`src/rtl/rv32_pkg.sv`:
```
// Shared RV32 definitions: datapath width, reset vector default, fetch FSM
// state encoding and small PC helpers.
package rv32_pkg;

    localparam int unsigned XLEN = 32;
    localparam logic [XLEN-1:0] RESET_PC_DEFAULT = 32'h0000_0000;

    typedef enum logic [1:0] {
        FETCH_IDLE  = 2'd0,
        FETCH_REQ   = 2'd1,
        FETCH_WAIT  = 2'd2,
        FETCH_FLUSH = 2'd3
    } fetch_state_e;

    function automatic logic [XLEN-1:0] word_align(input logic [XLEN-1:0] addr);
        return {addr[XLEN-1:2], 2'b00};
    endfunction

    // Sequential successor; wraps modulo 2^32.
    function automatic logic [XLEN-1:0] seq_pc(input logic [XLEN-1:0] pc);
        return pc + 32'd4;
    endfunction

endpackage

```
`src/rtl/fetch_buf.sv`:
```
// One-entry fetch output register: loaded from the memory response, drained
// by decode, cleared by a redirect.
module fetch_buf
    import rv32_pkg::*;
(
    input  logic            clk,
    input  logic            rst,
    input  logic            clear,
    input  logic            load,
    input  logic [XLEN-1:0] load_pc,
    input  logic [XLEN-1:0] load_instr,
    input  logic            ready,
    output logic            valid,
    output logic [XLEN-1:0] pc,
    output logic [XLEN-1:0] instr
);

    always_ff @(posedge clk or negedge rst) begin
        if (!rst) begin
            valid <= 1'b0;
        end else if (clear) begin
            valid <= 1'b0;
        end else if (load) begin
            valid <= 1'b1;
        end else if (valid && ready) begin
            valid <= 1'b0;
        end
    end

    // Payload only moves on a load, so it stays put while decode stalls.
    always_ff @(posedge clk or negedge rst) begin
        if (!rst) begin
            pc    <= '0;
            instr <= '0;
        end else if (load && !clear) begin
            pc    <= load_pc;
            instr <= load_instr;
        end
    end

endmodule

```
`src/rtl/fetch_ctrl.sv`:
```
// Instruction fetch controller: one outstanding imem request, a one-entry
// output buffer toward decode, and redirect handling with response flushing.
module fetch_ctrl
    import rv32_pkg::*;
#(
    parameter logic [XLEN-1:0] RESET_PC = RESET_PC_DEFAULT
) (
    input  logic            clk,
    input  logic            rst,
    input  logic            redirect_valid,
    input  logic [XLEN-1:0] redirect_pc,
    output logic            imem_req_valid,
    input  logic            imem_req_ready,
    output logic [XLEN-1:0] imem_req_addr,
    input  logic            imem_rsp_valid,
    input  logic [XLEN-1:0] imem_rsp_data,
    output logic            if_valid,
    output logic [XLEN-1:0] if_pc,
    output logic [XLEN-1:0] if_instr,
    input  logic            if_ready
);

    fetch_state_e    state;
    fetch_state_e    state_next;
    logic [XLEN-1:0] fetch_pc;
    logic [XLEN-1:0] req_pc;
    logic            buf_free;
    logic            req_fire;
    logic            load_buf;

    // Nothing loads the buffer while in REQ, so once the request is raised
    // buf_free stays true and the request holds until accepted.
    assign buf_free      = !if_valid || if_ready;
    assign imem_req_addr = fetch_pc;

    always_ff @(posedge clk or negedge rst) begin
        if (!rst) begin
            state <= FETCH_IDLE;
        end else begin
            state <= state_next;
        end
    end

    always_comb begin
        state_next     = state;
        imem_req_valid = 1'b0;
        req_fire       = 1'b0;
        load_buf       = 1'b0;
        case (state)
            FETCH_IDLE: begin
                state_next = FETCH_REQ;
            end
            FETCH_REQ: begin
                imem_req_valid = buf_free;
                req_fire       = buf_free && imem_req_ready;
                if (req_fire) begin
                    state_next = redirect_valid ? FETCH_FLUSH : FETCH_WAIT;
                end
            end
            FETCH_WAIT: begin
                if (imem_rsp_valid) begin
                    load_buf   = !redirect_valid;
                    state_next = FETCH_REQ;
                end else if (redirect_valid) begin
                    state_next = FETCH_FLUSH;
                end
            end
            FETCH_FLUSH: begin
                // The stale response is the only thing in flight; drop it.
                if (imem_rsp_valid) begin
                    state_next = FETCH_REQ;
                end
            end
            default: begin
                state_next = FETCH_IDLE;
            end
        endcase
    end

    always_ff @(posedge clk or negedge rst) begin
        if (!rst) begin
            fetch_pc <= RESET_PC;
        end else if (redirect_valid) begin
            fetch_pc <= word_align(redirect_pc);
        end else if (load_buf) begin
            fetch_pc <= seq_pc(req_pc);
        end
    end

    always_ff @(posedge clk or negedge rst) begin
        if (!rst) begin
            req_pc <= '0;
        end else if (req_fire && !redirect_valid) begin
            req_pc <= fetch_pc;
        end
    end

    fetch_buf u_fetch_buf (
        .clk        (clk),
        .rst        (rst),
        .clear      (redirect_valid),
        .load       (load_buf),
        .load_pc    (req_pc),
        .load_instr (imem_rsp_data),
        .ready      (if_ready),
        .valid      (if_valid),
        .pc         (if_pc),
        .instr      (if_instr)
    );

endmodule
```
`config.mk`:
```
export PLATFORM = sky130hd
export DESIGN_NAME = fetch_ctrl
export DESIGN_NICKNAME = d
export VERILOG_FILES = /design/src/rtl/rv32_pkg.sv /design/src/rtl/fetch_buf.sv /design/src/rtl/fetch_ctrl.sv
export SDC_FILE = /design/constraint.sdc
export NUM_CORES = 1
export LEC_CHECK = 0
export BUFFER_PORTS_ARGS = -buffer_cell sky130_fd_sc_hd__buf_2
export CAP_MARGIN = 20
export CORE_MARGIN = 3
export CORE_UTILIZATION = 45
export DETAILED_ROUTE_END_ITERATION = 12
export PLACE_DENSITY = 0.73
export SKIP_CTS_REPAIR_TIMING = 1
export SLEW_MARGIN = 15
export SYNTH_ARGS = -nofsm -noshare
export SYNTH_HDL_FRONTEND = slang
export SYNTH_HIERARCHICAL = 1
export SYNTH_SLANG_ARGS = --single-unit
```
`constraint.sdc`:
```
create_clock -name clk -period 4.23 [get_ports clk]
set_clock_uncertainty 0.1 [all_clocks]
set_input_delay 1.269 -clock clk [delete_from_list [all_inputs] [get_ports clk]]
set_output_delay 1.269 -clock clk [all_outputs]
set_load 0.02 [all_outputs]
```
==> results.ini, run 1 <==
[outcome]
status = finished clean

[logic_synthesis]
synth_enable_flop_cells = 0
postSynthCellCount = 459
yosysTopAreaCell = dfrtp_1
yosysUniqueCellTypes = 33
synth_top_area_share_pct = 53.89
async_flop_share_pct = 100.0
synth_simple_gate_area_share_pct = 10.28
ys_ff_latch = 131
synth-adder-area-share_pct = 0.8227
muxShareOfSynthArea_pct = 22.15
synth.avg_cell_area_um2 = 13.25
synth-warning-count = 6
synth_compound_area_share_pct = 5.245
synth_xor_xnor_area_share_pct = 3.887
yosysSeqAreaShare_pct = 53.89
synthTopCellsByArea = dfrtp_1 54%, mux2_4 15%, mux2_2 6.8%
synth.net_count = 533
synth_top_family_by_area = multiplexers
synthFlopType = dfrtp_1
synth_area_mm2 = 0.006083

[placement]
gp_congestion = 0.8132
numPortBuffers = 165
placed_area_mm2 = 0.007002
hpwl_mm = 9.612

[clocking]
cts_tree = done
path_clk_slew_ps = 50
cts_buffer_depth = 2
clock_latency_ps = 410
cts-buffers-inserted = 17
clock-sinks = 131
ctsRootBufferMaster = clkbuf_16
h-tree-depth = 4

[drt]
vias = 4188
wl_mm = 13.97
dr.first_iter.drc_count = 136
wl_per_cell_um = 17.17
drc = 0
ant_nets = 0
firstDrtPassIters = 4
routed_via_density = 5.145

[layout]
area_delta_synth_final_pct = 24.60
final_area_mm2 = 0.007580
drive_above_1_share_pct = 48.60
layout.nets = 704
layout.cells.most_common_list = 164 x buf_2, 131 x dfrtp_1, 60 x mux2_4
fillers = 1097
n_antenna_cell = 0
final_common_cell = buf_2

[sta]
setup_violations = 0
timing.setup.tns_ps = 0
rsz0062_at_grt = false
maxSlewHeadroom_pct = 52.28
finalCriticalPeriod_ps = 3206
finalHoldViolCount = 0
fmax_mhz = 311.9
maxSlewViolCount = 0
finalCritPeriodShare_pct = 75.79
max_slew.worst_pin.slew_ps = 715.8

[floorplanning]
core_area_mm2 = 0.01293
fp.dieArea_mm2 = 0.01495
start_util_pct = 47.06
num_io_pins = 168
die_w_um = 122.3
die_h_um = 122.3
row_count = 41

[power]
power.share.sequential_pct = 40.1
p_sw_mw = 1.868
p_leak_nw = 3.785
p_comb_share_pct = 33.4
p_sw_share_pct = 34.73
pwr_density_cell_mw_per_mm2 = 709.8
power_frac_clock_pct = 26.5
internal_power_mw = 3.512
max-vdd-ir-drop_mv = 0.3297

[global_routing]
grtUsageTotal_pct = 19.60
grt_pass1_vias = 4413
grt_pass1_wl_mm = 22.69
antenna_found_initial = 0
globalRoute.totalOverflow = 0
grt_max_degree = 81

[worst_setup_path]
crit_fanout = 3
arrival_ps = 1840
crit_required_ps = 2860
critPathKind = in -> out
start_kind = primary input
endpoint_kind = output pin

[hold_path]
hold_path_class = reg -> reg

[run]
cap_violations = 0

## routing by layer
layer / up-vias / GRT usage (%) / wire length, um
met2: 164 / 30.44 / 6371
li1: 1959 / - / -
met1: 2046 / 26.51 / 6328
met3: 19 / 5.945 / 1078
met5: - / 0 / 0
met4: 0 / 6.088 / 195
## sequential cells by signal, indices dropped and copies added, names as in the netlist
register / flops
imem_req_addr: 32
req_pc: 32
state: 2
u_fetch_buf/instr: 32
u_fetch_buf/pc: 32
u_fetch_buf/valid: 1
## synthesized netlist by cell type (10+ instances only)
master	n
nand2_1	58
o21ai_0	14
a21oi_1	14
xor2_1	18
nor2_1	18
o221ai_1	16
clkbuf_1	15
nand3_1	10
mux2_2	37
mux2_4	60
dfrtp_1	131
## power groups by stage
stage	combinational (mW)	clock (mW)	sequential (mW)
4_1_cts	1.82	1.46	2.16
5_1_grt	1.93	1.52	2.24
6_report	1.79	1.43	2.16
2_1_floorplan	0.869	0	2.49
3_3_place_gp	1.77	0	2.14
3_5_place_dp	1.80	0	2.18
## worst max-delay path, stage by stage
cell and delay [ps]:
buf_2 100, nand2b_1 160, and2_1 160, buf_2 150
## area by class of cell
cell class	instances	area (um2)	area share (%)
Clock inverter	10	107.6	1.420
Timing Repair Buffer	174	899.6	11.87
Inverter	8	30.03	0.3962
Tap cell	172	215.2	2.839
Multi-Input combinational cell	298	2579	34.02
Clock buffer	21	470.5	6.207
Sequential cell	131	3278	43.25
## logic make-up after synthesis
family                   after synthesis
AO/OA/AOI/OAI                         48
multiplexers                         100
adder cells (fa/ha/maj)                4
buffers and inverters                 30
AND/OR/NAND/NOR                      119
XOR/XNOR                              27
flip-flops                           131
## metrics by stage
step	setup WS (ps)	std cells	power [mW]	utilization, %	hold slack [ps]
floorplan	1222	459	3.355	-	398.1
finish	1024	814	5.380	58.63	402.3
global route	997.2	814	5.690	58.63	411.7
CTS	1025	814	5.433	58.63	406.2
global placement	860.1	783	3.910	54.16	386.9
detailed placement	807.2	783	3.978	54.16	389.5
## path summary, 6_finish.rpt
check / cells past startpoint / endpoint / start / slack (ps)
max reg2reg: 8 / u_fetch_buf/pc[27] / state[0] / 1440
min: 1 / u_fetch_buf/instr[13] / u_fetch_buf/instr[13] / 400
max in group asynchronous: 2 / u_fetch_buf/pc[15] / rst / 2480
max: 4 / imem_req_valid / if_ready / 1020
min reg2reg: 1 / u_fetch_buf/instr[13] / u_fetch_buf/instr[13] / 400
min in group asynchronous: 1 / u_fetch_buf/instr[25] / rst / 800
No activity file was read; power rests on OpenSTA's default activity.
==> run 2: changes to the inputs <==
==> constraint.sdc (replaced) <==
create_clock -name clk -period 3 [get_ports clk]
set_clock_uncertainty 0.1 [all_clocks]
set_input_delay 0.9 -clock clk [delete_from_list [all_inputs] [get_ports clk]]
set_output_delay 0.9 -clock clk [all_outputs]
set_load 0.02 [all_outputs]
==> run 2 against run 1 <==
First-iteration DRC count increased by 56%. Cell area increased by 0.25%. Clock power increased by 38%. Largest power group unchanged. Final cell count down 0.25%. Worst hold slack worse by 3.7 ps.
==> results.ini, run 2 (synthesized netlist as in run 1, its figures left out) <==
[outcome]
status = finished clean  ; unchanged

[global_routing]
grt_pass1_vias = 4450  ; was 4413
grt_pass1_wl_mm = 23.00  ; was 22.69 mm
globalRoute.totalOverflow = 0  ; unchanged
antenna_found_initial = 0  ; unchanged
grt_max_degree = 67  ; was 81
grtUsageTotal_pct = 19.98  ; was 19.60%

[floorplanning]
die_h_um = 122.3  ; unchanged
fp.dieArea_mm2 = 0.01495  ; unchanged
row_count = 41  ; unchanged
core_area_mm2 = 0.01293  ; unchanged
start_util_pct = 47.06  ; unchanged
num_io_pins = 168  ; unchanged
die_w_um = 122.3  ; unchanged

[placement]
gp_congestion = 0.8201  ; was 0.8132
dpl_worst_slack_ps = 404.8  ; was 807.2 ps
numPortBuffers = 165  ; unchanged
hpwl_mm = 9.700  ; was 9.612 mm

[clocking]
cts_buffer_depth = 2  ; unchanged
clock-sinks = 131  ; unchanged
clock_latency_ps = 420  ; was 410 ps
ctsRootBufferMaster = clkbuf_16  ; unchanged
cts_tree = done  ; unchanged
h-tree-depth = 4  ; unchanged
cts-buffers-inserted = 17  ; unchanged
path_clk_slew_ps = 60  ; was 50 ps

[sta]
finalCriticalPeriod_ps = 2478
fmax_mhz = 403.5
fin_worst_hold_slack_ps = 398.6  ; was 402.3 ps
finalHoldViolCount = 0  ; unchanged
rsz0062_at_grt = false  ; unchanged
maxSlewHeadroom_pct = 49.72  ; was 52.28%
timing.setup.tns_ps = 0  ; unchanged
maxSlewViolCount = 0  ; unchanged
max_slew.worst_pin.slew_ps = 752.4  ; was 715.8 ps
timing.final.ws_setup_ps = 521.5  ; was 1024 ps
finalCritPeriodShare_pct = 82.62
setup_violations = 0  ; unchanged

[layout]
final_common_cell = buf_2  ; unchanged
n_antenna_cell = 0  ; unchanged
finish.utilization_pct = 58.78  ; was 58.63%
area_delta_synth_final_pct = 24.91  ; was 24.60%
layout.cells.most_common_list = 164 x buf_2, 131 x dfrtp_1, 60 x mux2_4  ; unchanged
layout.nets = 704  ; unchanged
drive_above_1_share_pct = 47.97  ; was 48.60%

[run]
cap_violations = 0  ; unchanged

[worst_setup_path]
crit_fanout = 3  ; unchanged
endpoint_kind = output pin  ; unchanged
start_kind = primary input  ; unchanged
critPathKind = in -> out  ; unchanged
arrival_ps = 1480  ; was 1840 ps
crit_required_ps = 2000  ; was 2860 ps

[drt]
drc = 0  ; unchanged
dr.first_iter.drc_count = 212  ; was 136
vias = 4212  ; was 4188
ant_nets = 0  ; unchanged
wl_mm = 14.47  ; was 13.97 mm
routed_via_density = 5.187  ; was 5.145
firstDrtPassIters = 4  ; unchanged
wl_per_cell_um = 17.82  ; was 17.17 um

[hold_path]
hold_path_class = in -> async  ; was reg -> reg

[power]
p_leak_nw = 3.789  ; was 3.785 nW
max-vdd-ir-drop_mv = 0.4719  ; was 0.3297 mV
pwr_density_cell_mw_per_mm2 = 998.5  ; was 709.8 mW/mm2

run 2: changes by cell type in the layout (fill, tap and decap cells not counted), sizes merged:
cell      before  now
clkinv         5    2
clkinvlp       3    1
clkbuf        21   24
run 2: through the flow:
stage,cell area [um2],power [mW],std cells
6_report,7599,7.587,812
3_5_place_dp,7039,5.618,783
4_1_cts,7599,7.655,812
3_3_place_gp,7039,5.523,783
2_1_floorplan,6083,4.731,459
5_1_grt,7599,7.995,812
run 2: worst max-delay path, stage by stage:
cell      delay (ps)
buf_2            100
nand2b_1         160
and2_1           170
buf_2            150
run 2: path summary, 6_finish.rpt:
path	startpoint	to	slack [ps]	depth (start not counted)
setup / recovery	if_ready	imem_req_valid	520	4
hold / removal	rst	u_fetch_buf/pc[3]	400	1
setup reg to reg	state[0]	u_fetch_buf/pc[29]	750	8
hold reg to reg	u_fetch_buf/pc[27]	u_fetch_buf/pc[27]	400	1
max in group asynchronous	rst	imem_req_addr[17]	1790	2
min in group clk	u_fetch_buf/pc[27]	u_fetch_buf/pc[27]	400	1
run 2: metal layers:
metal	up-vias	part of all wire (%)	GRT usage [%]
met2	154	47	31.36
li1	1959	-	-
met5	-	0	0
met1	2089	44	26.14
met4	0	1.1	7.068
met3	10	8.0	6.452
run 2: final cells by class:
cell class                      count  area, um2
Fill cell                        1082       5329
Sequential cell                   131       3278
Timing Repair Buffer              174      937.1
Inverter                            8      30.03
Multi-Input combinational cell    298       2579
Tap cell                          172      215.2
Clock buffer                       24      481.7
Clock inverter                      5      77.57
run 2: power by group:
part	internal, mW	switching [mW]	total, mW
logic	1.25	1.30	2.56
clock network	1.27	0.704	1.97
registers	2.43	0.624	3.05
